**src/rtl/scoreboard_stall_pkg.sv**
```systemverilog
// hazard_pkg: register index width, standard latencies and the sticky-latency encoding.
package hazard_pkg;
  localparam int REG_IDX_W = 5;
  localparam int LAT_ALU = 0;
  localparam int LAT_LOAD = 1;
  localparam int LAT_MUL = 2;
  function automatic int lat_sticky(input int lat_w);
    return (1 << lat_w) - 1;
  endfunction
endpackage

```
**src/rtl/scoreboard_stall_if.sv**
```systemverilog
// scoreboard_stall_if: ID bundle, writeback and issue/stall signals; STALL_PERF_CNT_EN adds perf counters.
interface scoreboard_stall_if import hazard_pkg::*; #(
  parameter int ISSUE_W = 2,
  parameter int NREG = 32,
  parameter int LAT_W = 3
);
  logic [ISSUE_W-1:0] id_valid, id_rs2_late, id_we, id_issue;
  logic [ISSUE_W*REG_IDX_W-1:0] id_rs1, id_rs2, id_rd;
  logic [ISSUE_W*LAT_W-1:0] id_lat;
  logic flush, wb_valid, id_stall;
  logic [REG_IDX_W-1:0] wb_rd;
  logic [NREG-1:0] sb_busy;
`ifdef STALL_PERF_CNT_EN
  logic [31:0] perf_stall_cyc, perf_split_cyc;
  modport master (output id_valid, id_rs1, id_rs2, id_rs2_late, id_we, id_rd, id_lat, flush, wb_valid, wb_rd,
                  input id_issue, id_stall, sb_busy, perf_stall_cyc, perf_split_cyc);
  modport slave (input id_valid, id_rs1, id_rs2, id_rs2_late, id_we, id_rd, id_lat, flush, wb_valid, wb_rd,
                 output id_issue, id_stall, sb_busy, perf_stall_cyc, perf_split_cyc);
`else
  modport master (output id_valid, id_rs1, id_rs2, id_rs2_late, id_we, id_rd, id_lat, flush, wb_valid, wb_rd,
                  input id_issue, id_stall, sb_busy);
  modport slave (input id_valid, id_rs1, id_rs2, id_rs2_late, id_we, id_rd, id_lat, flush, wb_valid, wb_rd,
                 output id_issue, id_stall, sb_busy);
`endif
endinterface

```
**src/rtl/scoreboard_stall_sb_counter.sv**
```systemverilog
// sb_counter: one register's pending-write countdown; the all-ones value holds until writeback.
module sb_counter import hazard_pkg::*; #(
  parameter int LAT_W = 3
) (
  input  logic             clk,
  input  logic             rst_n,
  input  logic             set,
  input  logic [LAT_W-1:0] set_val,
  input  logic             clr,
  input  logic             dec,
  output logic             busy
);
  localparam logic [LAT_W-1:0] STICKY = LAT_W'(lat_sticky(LAT_W));
  logic [LAT_W-1:0] cnt, dec_v, base, nxt;
  always_comb begin
    dec_v = (cnt == STICKY || cnt == '0) ? cnt : cnt - LAT_W'(1);
    base = dec ? dec_v : cnt;
    nxt = set ? ((set_val == STICKY || set_val > base) ? set_val : base) : clr ? '0 : base;
  end
  always_ff @(posedge clk or negedge rst_n)
    if (!rst_n) cnt <= '0;
    else cnt <= nxt;
  assign busy = |cnt;
endmodule

```
**src/rtl/scoreboard_stall.sv**
```systemverilog
// scoreboard_stall: in-order prefix issue against a countdown scoreboard and intra-bundle RAW.
// Define STALL_PERF_CNT_EN to add the perf_stall_cyc / perf_split_cyc counters.
module scoreboard_stall import hazard_pkg::*; #(
  parameter int ISSUE_W = 2,
  parameter int NREG = 32,
  parameter int LAT_W = 3
) (
  input logic clk,
  input logic rst_n,
  scoreboard_stall_if.slave bus
);
  logic [REG_IDX_W-1:0] rs1_s [ISSUE_W];
  logic [REG_IDX_W-1:0] rs2_s [ISSUE_W];
  logic [REG_IDX_W-1:0] rd_s [ISSUE_W];
  logic [LAT_W-1:0] lat_s [ISSUE_W];
  logic [NREG-1:0] busy;
  logic [ISSUE_W-1:0] blocked, issue;
  logic pre;
  logic [NREG-1:1] set_r, clr_r;
  logic [LAT_W-1:0] set_v [NREG-1:1];
  for (genvar g = 0; g < ISSUE_W; g++) begin : g_slot
    assign rs1_s[g] = bus.id_rs1[g*REG_IDX_W +: REG_IDX_W];
    assign rs2_s[g] = bus.id_rs2[g*REG_IDX_W +: REG_IDX_W];
    assign rd_s[g] = bus.id_rd[g*REG_IDX_W +: REG_IDX_W];
    assign lat_s[g] = bus.id_lat[g*LAT_W +: LAT_W];
  end
  // busy[0] is tied low, so x0 sources never hazard
  always_comb begin
    blocked = '0;
    for (int i = 0; i < ISSUE_W; i++) begin
      blocked[i] = busy[rs1_s[i]] | (~bus.id_rs2_late[i] & busy[rs2_s[i]]);
      for (int k = 0; k < i; k++)
        blocked[i] = blocked[i] | (bus.id_valid[k] & bus.id_we[k] & (|rd_s[k]) &
                     ((rd_s[k] == rs1_s[i]) | (~bus.id_rs2_late[i] & (rd_s[k] == rs2_s[i]))));
      blocked[i] = blocked[i] & bus.id_valid[i];
    end
  end
  always_comb begin
    pre = 1'b1;
    issue = '0;
    for (int i = 0; i < ISSUE_W; i++) begin
      pre = pre & ~blocked[i];
      issue[i] = bus.id_valid[i] & pre & ~bus.flush;
    end
  end
  // ascending slot order lets the youngest writer win on WAW
  always_comb begin
    set_r = '0;
    for (int r = 1; r < NREG; r++) set_v[r] = '0;
    for (int r = 1; r < NREG; r++)
      for (int i = 0; i < ISSUE_W; i++)
        if (issue[i] && bus.id_we[i] && rd_s[i] == REG_IDX_W'(r)) begin
          set_r[r] = 1'b1;
          set_v[r] = lat_s[i];
        end
  end
  assign busy[0] = 1'b0;
  for (genvar g = 1; g < NREG; g++) begin : g_reg
    assign clr_r[g] = bus.wb_valid & (bus.wb_rd == REG_IDX_W'(g));
    sb_counter #(.LAT_W(LAT_W)) u_cnt (
      .clk(clk), .rst_n(rst_n), .set(set_r[g]), .set_val(set_v[g]),
      .clr(clr_r[g]), .dec(1'b1), .busy(busy[g])
    );
  end
  assign bus.id_issue = issue;
  assign bus.id_stall = |(bus.id_valid & ~issue);
  assign bus.sb_busy = busy;
`ifdef STALL_PERF_CNT_EN
  always_ff @(posedge clk or negedge rst_n)
    if (!rst_n) begin
      bus.perf_stall_cyc <= '0;
      bus.perf_split_cyc <= '0;
    end else begin
      if (bus.id_stall && !bus.flush) bus.perf_stall_cyc <= bus.perf_stall_cyc + 32'd1;
      if (bus.id_stall && |issue) bus.perf_split_cyc <= bus.perf_split_cyc + 32'd1;
    end
`endif
endmodule

```
**src/flat_wrapper.sv**
```systemverilog
// flat-port wrapper written by rule: the top's interface ports become plain ports
module scoreboard_stall_flat import hazard_pkg::*;
#(
  parameter int ISSUE_W = 2,
  parameter int NREG = 32,
  parameter int LAT_W = 3
)
  (clk, rst_n, bus_id_valid, bus_id_rs1, bus_id_rs2, bus_id_rs2_late, bus_id_we, bus_id_rd, bus_id_lat, bus_flush, bus_wb_valid, bus_wb_rd, bus_id_issue, bus_id_stall, bus_sb_busy);
  scoreboard_stall_if #(.ISSUE_W(ISSUE_W), .NREG(NREG), .LAT_W(LAT_W)) bus_i ();
  input logic clk;
  input logic rst_n;
  input wire logic [$bits(bus_i.id_valid)-1:0] bus_id_valid;
  input wire logic [$bits(bus_i.id_rs1)-1:0] bus_id_rs1;
  input wire logic [$bits(bus_i.id_rs2)-1:0] bus_id_rs2;
  input wire logic [$bits(bus_i.id_rs2_late)-1:0] bus_id_rs2_late;
  input wire logic [$bits(bus_i.id_we)-1:0] bus_id_we;
  input wire logic [$bits(bus_i.id_rd)-1:0] bus_id_rd;
  input wire logic [$bits(bus_i.id_lat)-1:0] bus_id_lat;
  input wire logic [$bits(bus_i.flush)-1:0] bus_flush;
  input wire logic [$bits(bus_i.wb_valid)-1:0] bus_wb_valid;
  input wire logic [$bits(bus_i.wb_rd)-1:0] bus_wb_rd;
  output wire logic [$bits(bus_i.id_issue)-1:0] bus_id_issue;
  output wire logic [$bits(bus_i.id_stall)-1:0] bus_id_stall;
  output wire logic [$bits(bus_i.sb_busy)-1:0] bus_sb_busy;
  assign bus_i.id_valid = bus_id_valid;
  assign bus_i.id_rs1 = bus_id_rs1;
  assign bus_i.id_rs2 = bus_id_rs2;
  assign bus_i.id_rs2_late = bus_id_rs2_late;
  assign bus_i.id_we = bus_id_we;
  assign bus_i.id_rd = bus_id_rd;
  assign bus_i.id_lat = bus_id_lat;
  assign bus_i.flush = bus_flush;
  assign bus_i.wb_valid = bus_wb_valid;
  assign bus_i.wb_rd = bus_wb_rd;
  assign bus_id_issue = bus_i.id_issue;
  assign bus_id_stall = bus_i.id_stall;
  assign bus_sb_busy = bus_i.sb_busy;
  scoreboard_stall #(.ISSUE_W(ISSUE_W), .NREG(NREG), .LAT_W(LAT_W)) u_core (.clk(clk), .rst_n(rst_n), .bus(bus_i));
endmodule
```
**config.mk**
```make
export PLATFORM = sky130hd
export DESIGN_NAME = scoreboard_stall_flat
export DESIGN_NICKNAME = d
export VERILOG_FILES = /design/src/rtl/scoreboard_stall_pkg.sv /design/src/rtl/scoreboard_stall_if.sv /design/src/rtl/scoreboard_stall_sb_counter.sv /design/src/rtl/scoreboard_stall.sv /design/src/flat_wrapper.sv
export SDC_FILE = /design/constraint.sdc
export NUM_CORES = 1
export LEC_CHECK = 0
export CAP_MARGIN = 40
export CORE_MARGIN = 2
export CORE_UTILIZATION = 60
export DETAILED_ROUTE_END_ITERATION = 8
export HOLD_SLACK_MARGIN = 0.12
export PLACE_DENSITY = 0.8
export SLEW_MARGIN = 20
export SYNTH_ARGS = -nofsm -noshare
export SYNTH_HDL_FRONTEND = slang
export SYNTH_HIERARCHICAL = 1
export SYNTH_SLANG_ARGS = --single-unit
```
**constraint.sdc**
```tcl
create_clock -name clk -period 5.2 [get_ports clk]
set_input_delay 0.52 -clock clk [delete_from_list [all_inputs] [get_ports clk]]
set_output_delay 0.52 -clock clk [all_outputs]
set_load 0.05 [all_outputs]
```
==> impl_metrics.tcl <==
set metrics [dict create \
    gp_congestion 0.974 \
    overflow 0 \
    worstPathCellList "inv_1, ha_1, nand2b_2, mux4_2, inv_1, a221oi_1, nor3_1, nand4_1, or4_1, buf_12, or4_4, mux2_2, inv_1, ha_1, nor2_1, a31oi_1, nor3b_2, a311o_1, o221a_1" \
    yosysSeqAreaShare_pct 16.3 \
    nets 2112 \
    clock_latency_ns 0.36 \
    async_flop_share_pct 100 \
    crit_path_end_kind "register" \
    synth_area_per_cell_sq_um 8.39 \
    cp.arrival_ns 5.26 \
    io_buffers 84 \
    reg_top3 "u_core/g.u_cnt/cnt (93)" \
    critPathMaxFanout 33 \
    start_util_pct 60.9 \
    seq_area_sq_mm 0.00233 \
    synth-simple-area-share_pct 23.2 \
    area_delta_synth_final_pct 16.1 \
    synth_top_cell_by_area "dfrtp_1" \
    cp-startpoint "u_core/g_reg[9].u_cnt/cnt[0]$_DFF_PN0_" \
    p_leak_nw 7.91 \
    place_inst 2212 \
    clock-sinks 93 \
    fp.dieW_microns 158 \
    synthAdderAreaFrac_pct 13.6 \
    grt_usage_pct 35.2 \
    crit_type "register to register" \
    synth_top_family_by_area "simple AND/OR/NAND/NOR gates" \
    max_freq_ghz 0.199 \
    multi_input_area_sq_mm 0.0116 \
    hpwl_microns 33700 \
    critical_path.top_delay_family "simple AND/OR/NAND/NOR gates" \
    root_buffer "clkbuf_16" \
    final_util_pct 70.7 \
    fp.dieArea_sq_mm 0.0250 \
    most-common-layout-cells "163 x inv_1, 162 x nand2_1, 155 x ha_1" \
    htreeDepth 3 \
    maxSlewHeadroom_pct 48.7 \
    vias_per_cell 6.35 \
    clk_pin_slew_worst_paths_ns 0.08 \
    final_cell_count_no_fill 2230 \
    drive_gt1_share_pct 13.8 \
    grt_pass1_vias 13838 \
    synth.area.top_cells "dfrtp_1 16%, ha_1 14%, o221a_1 7.4%" \
    reg2reg_setup_slack_ns 0.18 \
    cpMostUsedCell "inv_1" \
    synth_xor_area_share_pct 2.52 \
    syn_inst 1698 \
    max_stage_delay_ns 0.59 \
    status "finished clean" \
    via_count 14169 \
    skew_ns 0.0159 \
    synth-compound-area-share_pct 22.9 \
    period_needed_ns 5.02 \
    cp.required_ns 5.44 \
    nFillCells 1836 \
    rows 56 \
    hold_class "input pin to asynchronous set/reset pin" \
    layout_commonest_cell "inv_1" \
    clockBufferDepth 2 \
    maxCapViolCount 0 \
    tightest_slew_ns 0.769 \
    wl_per_cell_microns 19.7 \
    startpoint_type "register" \
    setup_viol 0 \
    post-cts-setup-buffer-count 0 \
    r2r-start "u_core/g_reg[9].u_cnt/cnt[0]$_DFF_PN0_" \
    grt_max_degree 58 \
    syn_area_sq_mm 0.0142 \
    antenna_found_initial 1 \
    finalWirelength_microns 44000 \
    regMostFlops "u_core/g.u_cnt/cnt" \
    cts_tree "built" \
    io_pins 86 \
    cts_buffers 9 \
    crit_slowest_cell "or4_1" \
    ir_drop_v 0.000138 \
    finalCritPeriodShare_pct 96.5 \
    synth-main-ff-cell "dfrtp_1" \
    die_h_microns 158 \
    insertedDiodeCount 0 \
    route.detailed.drc 0 \
    synth_top_area_share_pct 16.3 \
    slew_viol_final 0 \
    powerDensity_mw_per_mm2 105 \
    largest_reg_flops 93 \
    synthDistinctLibCells 55 \
    firstDrtPassIters 5 \
    grt_pass1_wl_microns 69100 \
    critPathBufInv 4 \
    synth_edf_count 0 \
    report.final.hold_viol_count 0 \
    drtIter0Drc 1362 \
    synth_seq_cells 93 \
    drtAntennaViolNets 0 \
    synth.area.mux_share_pct 15.1 \
    yosys_warnings 6 \
    core_area_sq_mm 0.0234 \
]
[cells by family (layout without fill, tap and decap cells)]
kind of cell | Yosys count | count (layout)
adder cells (fa/ha/maj) | 155 | 155
other | 2 | 125
buffers and inverters | 227 | 317
AO/OA/AOI/OAI | 406 | 406
XOR/XNOR | 41 | 41
AND/OR/NAND/NOR | 604 | 604
multiplexers | 170 | 170
flip-flops | 93 | 93
[worst paths after layout]
path | endpoint | depth (start not counted)
min | u_core/g_reg[9].u_cnt/cnt[0]$_DFF_PN0_ | 2
max | u_core/g_reg[12].u_cnt/cnt[2]$_DFF_PN0_ | 19
max reg2reg | u_core/g_reg[12].u_cnt/cnt[2]$_DFF_PN0_ | 19
min reg2reg | u_core/g_reg[11].u_cnt/cnt[2]$_DFF_PN0_ | 3
min in group clk | u_core/g_reg[11].u_cnt/cnt[2]$_DFF_PN0_ | 3
max in group asynchronous | u_core/g_reg[2].u_cnt/cnt[2]$_DFF_PN0_ | 4
[power by group]
| group | switching (mW) | internal, mW | total [mW] |
|---|---|---|---|
| Sequential | 0.0000348 | 0.722 | 0.723 |
| Clock | 0.348 | 0.337 | 0.685 |
| Combinational | 0.217 | 0.113 | 0.331 |
[per-layer routing]
metal / share of wire (%) / global-route usage, %
met1: 40 / 41.5
met3: 8.6 / 7.72
met4: 5.2 / 18.7
met5: 0 / 0
met2: 46 / 59.8
[area by class of cell]
type / count / area share [%]
multi-input combinational: 1501 / 70.0
sequential: 93 / 14.1
clock inverter: 7 / 0.378
inverter: 163 / 3.70
timing repair buffer: 138 / 8.04
clock buffer: 9 / 1.36
tap: 319 / 2.41
[repair_timing]
action | in CTS | in global routing
hold buffers | 0 | 1
resized for setup | 0 | 26
setup endpoints to repair | 0 | 93
endpoints found under the hold margin | 0 | 21
[synth_stat cells (all sizes together) (6+ instances only)]
cell,count
inv,163
nand2,162
ha,155
nor3,101
mux2,98
nor2,94
a21o,93
dfrtp,93
o221a,93
nand3b,68
mux2i,52
clkbuf,43
o21ai,42
xnor2,38
nand2b,37
a21oi,34
o21bai,34
a31oi,32
nor3b,32
o21a,32
a311o,31
nor4,22
buf,21
nand3,21
or2,21
mux4,20
nor2b,14
or4,11
nand4,6
[stage by stage]
step | setup slack, ns | hold slack (ns) | setup TNS (ns) | cell area, sq um | power [mW]
floorplan | 0.494 | 0.224 | 0 | 14700 | 0.914
global placement | 0.00365 | 0.654 | 0 | 16100 | 1.05
detailed placement | -0.0848 | 0.661 | -0.684 | 16100 | 1.05
CTS | 0.0553 | 0.271 | 0 | 16400 | 1.73
global route | -0.0226 | 0.660 | -0.0767 | 16500 | 1.80
finish | 0.179 | 0.623 | 0 | 16500 | 1.74
No activity file was read; power rests on OpenSTA's default activity.
